[config.mk]
export PLATFORM = sky130hd
export DESIGN_NAME = execute_issue_stage
export DESIGN_NICKNAME = d
export VERILOG_FILES = /design/src/rtl/execute_issue_stage.sv
export SDC_FILE = /design/constraint.sdc
export NUM_CORES = 1
export LEC_CHECK = 0
export BUFFER_PORTS_ARGS = -buffer_cell sky130_fd_sc_hd__buf_2
export CELL_PAD_IN_SITES_DETAIL_PLACEMENT = 0
export CELL_PAD_IN_SITES_GLOBAL_PLACEMENT = 1
export CORE_MARGIN = 2
export CORE_UTILIZATION = 36
export DETAILED_ROUTE_END_ITERATION = 12
export GPL_TIMING_DRIVEN = 0
export HOLD_SLACK_MARGIN = 0.06
export PLACE_DENSITY_LB_ADDON = 0.2
export SKIP_CTS_REPAIR_TIMING = 1
export SLEW_MARGIN = 0
export SYNTH_ARGS = -nofsm -noshare
export SYNTH_HDL_FRONTEND = slang
export SYNTH_SLANG_ARGS = --single-unit
[constraint.sdc]
create_clock -name CLK -period 7.5 [get_ports CLK]
set_input_delay 1.125 -clock CLK [delete_from_list [all_inputs] [get_ports CLK]]
set_output_delay 1.125 -clock CLK [all_outputs]
set_load 0.01 [all_outputs]
[src/rtl/execute_issue_stage.sv]
// Decode/execute pipeline register with execute-side operand forwarding.
// Produces the load-use stall and the branch-taken flush for fetch/decode.
// Optional feature macro: ZERO_REG_GUARD_EN. When it is defined, a bypass select
// whose source specifier is register 0 is latched as 0, so r0 always reads the
// regfile value.

`ifndef BEQ
`define BEQ 2'd1
`endif
`ifndef BNE
`define BNE 2'd2
`endif

module execute_issue_stage #(
    parameter int unsigned DATA_WIDTH     = 32,
    parameter int unsigned REG_ADDR_WIDTH = 5
) (
    input  logic                      CLK,
    input  logic                      RST,
    input  logic                      is_reg_write,
    input  logic                      is_mem_read,
    input  logic                      is_mem_write,
    input  logic                      is_immediate,
    input  logic [1:0]                BRANCH_OP,
    input  logic [3:0]                ALU_FUNCT,
    input  logic [REG_ADDR_WIDTH-1:0] DECODE_RS,
    input  logic [REG_ADDR_WIDTH-1:0] DECODE_RT,
    input  logic [REG_ADDR_WIDTH-1:0] DECODE_RD,
    input  logic [DATA_WIDTH-1:0]     RS_DATA,
    input  logic [DATA_WIDTH-1:0]     RT_DATA,
    input  logic [DATA_WIDTH-1:0]     IMM,
    input  logic [1:0]                BYPASS_1,
    input  logic [1:0]                BYPASS_2,
    input  logic [DATA_WIDTH-1:0]     EX_MEM_RESULT,
    input  logic [DATA_WIDTH-1:0]     MEM_WB_RESULT,
    output logic                      EX_is_reg_write,
    output logic                      EX_is_mem_read,
    output logic                      EX_is_mem_write,
    output logic [3:0]                EX_ALU_FUNCT,
    output logic [REG_ADDR_WIDTH-1:0] EX_RD,
    output logic [DATA_WIDTH-1:0]     OPERAND_A,
    output logic [DATA_WIDTH-1:0]     OPERAND_B,
    output logic [DATA_WIDTH-1:0]     STORE_DATA,
    output logic                      STALL,
    output logic                      FLUSH,
    output logic                      BRANCH_TAKEN
);

    logic                      ex_reg_write_q, ex_reg_write_d;
    logic                      ex_mem_read_q, ex_mem_read_d;
    logic                      ex_mem_write_q, ex_mem_write_d;
    logic                      ex_immediate_q, ex_immediate_d;
    logic [1:0]                ex_branch_op_q, ex_branch_op_d;
    logic [3:0]                ex_alu_funct_q, ex_alu_funct_d;
    logic [REG_ADDR_WIDTH-1:0] ex_rd_q, ex_rd_d;
    logic [DATA_WIDTH-1:0]     ex_rs_data_q, ex_rs_data_d;
    logic [DATA_WIDTH-1:0]     ex_rt_data_q, ex_rt_data_d;
    logic [DATA_WIDTH-1:0]     ex_imm_q, ex_imm_d;
    logic [1:0]                ex_bypass_1_q, ex_bypass_1_d;
    logic [1:0]                ex_bypass_2_q, ex_bypass_2_d;

    logic [DATA_WIDTH-1:0]     fwd_a, fwd_b;
    logic [1:0]                bypass_1_in, bypass_2_in;
    logic                      stall_raw, branch_taken;

    // Operand forwarding from the latched selects; select 3 falls back to the regfile.
    always_comb begin
        case (ex_bypass_1_q)
            2'd1:    fwd_a = EX_MEM_RESULT;
            2'd2:    fwd_a = MEM_WB_RESULT;
            default: fwd_a = ex_rs_data_q;
        endcase
        case (ex_bypass_2_q)
            2'd1:    fwd_b = EX_MEM_RESULT;
            2'd2:    fwd_b = MEM_WB_RESULT;
            default: fwd_b = ex_rt_data_q;
        endcase
    end

    // Branch resolution and load-use detection against the live decode bundle.
    always_comb begin
        branch_taken = ((ex_branch_op_q == `BEQ) && (fwd_a == fwd_b)) ||
                       ((ex_branch_op_q == `BNE) && (fwd_a != fwd_b));
        // RT only matters when decode actually reads it as a register operand.
        stall_raw    = ex_mem_read_q && (ex_rd_q != '0) &&
                       ((ex_rd_q == DECODE_RS) ||
                        ((ex_rd_q == DECODE_RT) &&
                         (!is_immediate || is_mem_write || (BRANCH_OP != 2'd0))));
    end

    assign OPERAND_A       = fwd_a;
    assign OPERAND_B       = ex_immediate_q ? ex_imm_q : fwd_b;
    assign STORE_DATA      = fwd_b;
    assign FLUSH           = branch_taken;
    assign BRANCH_TAKEN    = branch_taken;
    // A taken branch squashes decode, so its load-use hazard is moot.
    assign STALL           = stall_raw && !branch_taken;
    assign EX_is_reg_write = ex_reg_write_q;
    assign EX_is_mem_read  = ex_mem_read_q;
    assign EX_is_mem_write = ex_mem_write_q;
    assign EX_ALU_FUNCT    = ex_alu_funct_q;
    assign EX_RD           = ex_rd_q;

    // Bypass selects as they will be latched.
    always_comb begin
        bypass_1_in = BYPASS_1;
        bypass_2_in = BYPASS_2;
`ifdef ZERO_REG_GUARD_EN
        if (DECODE_RS == '0) bypass_1_in = 2'd0;
        if (DECODE_RT == '0) bypass_2_in = 2'd0;
`endif
    end

    // Next state: latch the decode bundle, or an all-zero bubble on flush/stall.
    always_comb begin
        ex_reg_write_d = is_reg_write;
        ex_mem_read_d  = is_mem_read;
        ex_mem_write_d = is_mem_write;
        ex_immediate_d = is_immediate;
        ex_branch_op_d = BRANCH_OP;
        ex_alu_funct_d = ALU_FUNCT;
        ex_rd_d        = DECODE_RD;
        ex_rs_data_d   = RS_DATA;
        ex_rt_data_d   = RT_DATA;
        ex_imm_d       = IMM;
        ex_bypass_1_d  = bypass_1_in;
        ex_bypass_2_d  = bypass_2_in;
        if (branch_taken || stall_raw) begin
            ex_reg_write_d = 1'b0;
            ex_mem_read_d  = 1'b0;
            ex_mem_write_d = 1'b0;
            ex_immediate_d = 1'b0;
            ex_branch_op_d = 2'd0;
            ex_alu_funct_d = 4'd0;
            ex_rd_d        = '0;
            ex_rs_data_d   = '0;
            ex_rt_data_d   = '0;
            ex_imm_d       = '0;
            ex_bypass_1_d  = 2'd0;
            ex_bypass_2_d  = 2'd0;
        end
    end

    // Pipeline register; reset leaves a bubble in execute.
    always_ff @(posedge CLK or posedge RST) begin
        if (RST) begin
            ex_reg_write_q <= 1'b0;
            ex_mem_read_q  <= 1'b0;
            ex_mem_write_q <= 1'b0;
            ex_immediate_q <= 1'b0;
            ex_branch_op_q <= 2'd0;
            ex_alu_funct_q <= 4'd0;
            ex_rd_q        <= '0;
            ex_rs_data_q   <= '0;
            ex_rt_data_q   <= '0;
            ex_imm_q       <= '0;
            ex_bypass_1_q  <= 2'd0;
            ex_bypass_2_q  <= 2'd0;
        end else begin
            ex_reg_write_q <= ex_reg_write_d;
            ex_mem_read_q  <= ex_mem_read_d;
            ex_mem_write_q <= ex_mem_write_d;
            ex_immediate_q <= ex_immediate_d;
            ex_branch_op_q <= ex_branch_op_d;
            ex_alu_funct_q <= ex_alu_funct_d;
            ex_rd_q        <= ex_rd_d;
            ex_rs_data_q   <= ex_rs_data_d;
            ex_rt_data_q   <= ex_rt_data_d;
            ex_imm_q       <= ex_imm_d;
            ex_bypass_1_q  <= ex_bypass_1_d;
            ex_bypass_2_q  <= ex_bypass_2_d;
        end
    end

endmodule

Word level (Yosys, flattened, before mapping):

Index checks and enable logic that the tools add are counted.

* reduce and logical (&&, ||, !) cells: 15
* bitwise logic cells: 0
* muxes and demuxes: 15
* magnitude comparators: 0
* add/subtract/negate cells: 0
* divide/modulo/power cells: 0
* $mul: 0
* eq/ne operators: 10
* shift operators: 0

Operator list (count)
* 2-to-1 mux 32 bit: 4
* one-hot mux 32 bit (2 select lines): 2
* == test 32 bit: 1
* != test 32 bit: 1
* == test 5 bit: 2
* == test 2 x 1 -> 1 bit, second input constant: 3
* == test 2 bit, second input constant: 3
* logical AND 1 bit: 6
* 2-to-1 mux 2 bit: 3
* logical OR 1 bit: 5
* 2-to-1 mux 5 bit: 1
* nonzero test 5 bit: 1
* 2-to-1 mux 1 bit: 4
* 2-to-1 mux 4 bit: 1
* logical NOT 1 bit: 2
* nonzero test 2 bit: 1

* logic and storage cells: 52
* bits in writable memories: 0
* input bits: 191
* bits in latches: 0
* memories kept: 0
* ROM bits: 0
* output and inout bits: 111
* bits in registers: 115

Depth between registers and ports, before layout:

* word-level depth: 8
* depth in mapped cells: 13
* gate-level depth less buffers: 9

Worst setup path before layout:

No wires, ideal clock.

* path type: in2out
* start: in MEM_WB_RESULT[26]
* end: out FLUSH
* required time: 6.375 ns
* data arrival time: 2.980 ns
* buffers on the path: 2
* stages on the path: 8
* slack: 3.395 ns
* path through: a221oi_1 > o22a_1 > o211ai_1 > nor4_1 > nand4_1 > mux2i_2 > buf_2 > buf_4

* longest elaborated chain between the ends: 4
* elaborated cells on any way between the ends: 7
* those cells by class: eq/ne (2); mux (2); reduce/logical (3)

RTL lines
* from (decl): line 35 `input logic [DATA_WIDTH-1:0] MEM_WB_RESULT,`
* one-hot mux 32 bit (2 select lines) (on tied branches): line 68, 73
* == test 32 bit / != test 32 bit (equally long branches): line 82, 83
* logical AND 1 bit (on tied branches): line 82, 83
* logical OR 1 bit *: line 82 `` branch_taken = ((ex_branch_op_q == `BEQ) && (fwd_a == fwd_b)) || ``
* to (decl): line 45 `output logic FLUSH,`

Mark *: on every way between the ends. The rest lies on a longest branch, timed or not.

Worst setup path after layout:

* start: reg ex_bypass_2_q[0]
* end: out FLUSH

* longest elaborated chain between the ends: 5
* elaborated cells on any way between the ends: 8
* those cells by class: eq/ne (4); mux (1); reduce/logical (3)

RTL lines
* from (decl): line 60 `logic [1:0] ex_bypass_2_q, ex_bypass_2_d;`
* from (signal assigned): line 171 `ex_bypass_2_q <= ex_bypass_2_d;`
* == test 2 bit / == test 2 x 1 -> 1 bit (equally long branches): line 73 `case (ex_bypass_2_q)`
* one-hot mux 32 bit (2 select lines) *: line 73
* == test 32 bit / != test 32 bit (equally long branches): line 82, 83
* logical AND 1 bit (on tied branches): line 82, 83
* logical OR 1 bit *: line 82

Marks and branches as above.

==> results by group <==
Timing
  – Maximum frequency from static timing analysis: 0.167 GHz
  – Slew Limit Headroom: 0.0892
  – RSZ-0062 raised after global routing: false
  – Setup-violating endpoint count in the final report: 0
  – TNS Setup: 0 ns
  – Final-layout worst hold slack: 0.741 ns
  – Number of hold violations in the final report: 0
  – Max Clock Skew: 0.00851 ns
  – Pin slew with the least headroom to its limit: 1.37 ns
  – Post-layout minimum cycle time: 5.98 ns
  – Share of the clock period used by the worst path: 0.797
  – Max-slew violation count: 0

Power and ir drop
  – Leakage: 4.68 nW
  – Worst vdd ir: 182 µV
  – Power Density: 282 nW/µm²

Clock tree
  – Clock transition at path regs: 0.06 ns
  – Num CTS Buffers: 17
  – Number of clock sinks seen by CTS: 115
  – Bufs on Longest Clock Path: 2
  – CTS root buffer: clkbuf_16
  – Clock Latency Late Sink: 0.43 ns
  – H-tree depth reported by CTS: 4
  – CTS tree: yes

Floorplan
  – Row cnt: 49
  – DIE WIDTH: 139 µm
  – Die height: 139 µm
  – Starting Density: 0.367
  – Area enclosed by the die boundary: 19400 µm²
  – Ports placed on the boundary: 302
  – Core ar.: 18000 µm²

Setup path
  – Sort of element at the end of the critical path: output pin
  – Delay of the slowest critical-path stage: 0.77 ns
  – WS Path Type: reg -> out
  – Data arrival time at the worst-slack endpoint: 4.85 ns
  – Cell depth of the worst flop-to-flop path: 13
  – Max FO, Critical Path: 11
  – Critical path's most frequent cell: buf_2
  – Number of gates on the worst path with buffers counted: 13
  – Critical path startpoint category: flip-flop
  – Buf+Inv Stages, Crit Path: 6
  – Worst path top cell family by delay: buffers and inverters
  – Ordered list of cells on the worst path: inv_1 > ha_1 > buf_2 > clkbuf_1 > nor2b_1 > o22a_1 > o22ai_1 > nor4_1 > nand4_1 > mux2i_2 > buf_2 > buf_4 > buf_2
  – Data required time of the worst path: 6.38 ns
  – Worst-path cell with the longest stage delay: mux2i_2

Synth
  – Yosys warns: 0
  – Largest area contributor in the synthesized netlist: dfrtp_1
  – Synth Area in Simple Gates: 0.281
  – Number of unique standard cell types used by synthesis: 31
  – Share of the synthesized area in compound gates (AO/OA/AOI/OAI): 0.215
  – Post-synthesis register bit count: 115
  – Area share of the leading cell type in the synthesized netlist: 0.436
  – Adder-cell area share of the yosys netlist: 0.00759
  – Mux share of post-synthesis cell area: 0.00209
  – Gate count of the mapped netlist: 774
  – Combinational family with the most area after synthesis: simple AND/OR/NAND/NOR gates
  – Post-Syn Area: 6600 µm²
  – Mean post-synth cell area: 8.52 µm²
  – Synth Net Count: 969
  – Share of the yosys chip area belonging to registers: 0.436
  – Largest cells by area after synthesis: dfrtp_1 44%, nor2_1 9.4%, nand2_1 8.4%, a221oi_1 4.9%, nor2b_1 4.6%
  – Xor and xnor area share after synthesis: 0.0133

Cells and area
  – Fillers: 1849
  – Final-stage net count: 1290
  – Fraction of final layout cells sized beyond drive strength 1: 0.338
  – Synth-to-Final Area Change: 37.6%
  – Commonest non-fill, non-tap cells in the layout: 322 x buf_2, 165 x nor2_1, 147 x nand2_1
  – Most common cell after layout, fill and taps aside: buf_2

Global route
  – Grt ovf: 0
  – Number of antenna violations at the first check in global routing: 4
  – Largest net degree at the start of global routing: 64
  – Via count of the first global-routing pass: 7182
  – Wire length of the first global-routing pass: 42.3 mm
  – Overall routing resource usage: 0.297

Detailed routing
  – Total Routed Length: 29.4 mm
  – Number of iterations in the first detailed-routing pass: 6
  – DR vias/cell: 5.47
  – Average detailed-routed wire length per instance: 22.0 µm
  – Vias post-DR: 7332
  – Remaining design rule violation count: 0
  – Antenna violation net count after detailed routing: 0
  – Drt first-iter violations: 666

Flow run
  – Max_cap viols: 0

Status
  – Outcome: completed

Hold path
  – Hold Crit Class: in -> async

Placed design
  – Placer congestion estimate: 0.855
  – Number of port buffers: 301
  – Half-perimeter wire length after detailed placement: 22.6 mm
[per-stage QoR]
stage | util | instance area [µm²] | cells | power, mW | setup slack, ns
4_1_cts | 0.505 | 9070 | 1337 | 2.56 | 1.62
5_1_grt | 0.505 | 9070 | 1338 | 2.67 | 1.28
2_1_floorplan | - | 6600 | 774 | 1.26 | 3.33
3_3_place_gp | 0.467 | 8390 | 1304 | 1.65 | 1.82
6_report | 0.505 | 9080 | 1340 | 2.56 | 1.52
3_5_place_dp | 0.469 | 8420 | 1305 | 1.66 | 2.00
[state kept, by name, summed over array words and instances (netlist names)]
register	flops
ex_rs_data_q	32
ex_branch_op_q	2
ex_bypass_2_q	2
ex_imm_q	32
EX_is_reg_write	1
ex_bypass_1_q	2
EX_is_mem_write	1
EX_is_mem_read	1
EX_ALU_FUNCT	4
EX_RD	5
ex_immediate_q	1
ex_rt_data_q	32
[Yosys cell counts, drive strengths merged]
library cell / instances
dfrtp: 115
buf: 29
mux2i: 1
a221oi: 49
a221o: 15
nor2: 165
o31ai: 32
nor2b: 49
clkbuf: 29
o22a: 17
nand4: 2
o22ai: 1
nand2: 147
ha: 4
nand3: 1
o221ai: 1
nor4: 21
nor3: 2
xnor2: 6
and2: 15
inv: 5
or4b: 1
a211o: 15
o211ai: 30
xor2: 4
or4: 1
nand2b: 17
[logic make-up (layout without fill, tap and decap cells)]
| logic type | after synthesis | in the layout |
|---|---|---|
| adders and majority gates | 4 | 4 |
| AOI/OAI and AO/OA | 160 | 160 |
| and+or+nand+nor | 421 | 421 |
| buffers and inverters | 63 | 397 |
| xor gates and xnor gates | 10 | 10 |
| other | 0 | 3 |
| muxes | 1 | 1 |
| DFF | 115 | 115 |
[layer usage]
layer,vias to the layer above,share of wire,track usage
met4,2,0.026,0.102
li1,3392,-,-
met1,3508,0.40,0.366
met5,-,0.00044,0
met3,54,0.091,0.0788
met2,376,0.48,0.505
[final cells by class]
type / count / area [µm²] / area share
Tap cell: 229 / 287 / 0.0316
Buffer: 58 / 278 / 0.0306
Clock inverter: 13 / 206 / 0.0227
Multi-Input combinational cell: 596 / 3420 / 0.377
Timing Repair Buffer: 302 / 1530 / 0.169
Clock buffer: 19 / 443 / 0.0488
Sequential cell: 115 / 2880 / 0.317
Inverter: 5 / 23.8 / 0.00262
Antenna cell: 3 / 7.51 / 0.000827
[worst paths after layout]
check	from	end	slack (ns)
max	ex_bypass_2_q[0]	FLUSH	1.52
min in group CLK	BYPASS_1[1]	ex_bypass_1_q[1]	0.89
min reg2reg	ex_branch_op_q[1]	ex_immediate_q	1.05
max reg2reg	ex_bypass_2_q[0]	ex_rs_data_q[28]	3.11
max in group asynchronous	RST	ex_rt_data_q[15]	6.06
min	RST	EX_ALU_FUNCT[0]	0.74
[where the power goes]
group | switching (mW) | internal, mW | total [mW]
logic | 0.599 | 0.355 | 0.953
registers | 0.0206 | 0.683 | 0.703
clock network | 0.304 | 0.597 | 0.902
total | 0.924 | 1.63 | 2.56
Note: power is estimated with default switching activity, not from simulation.
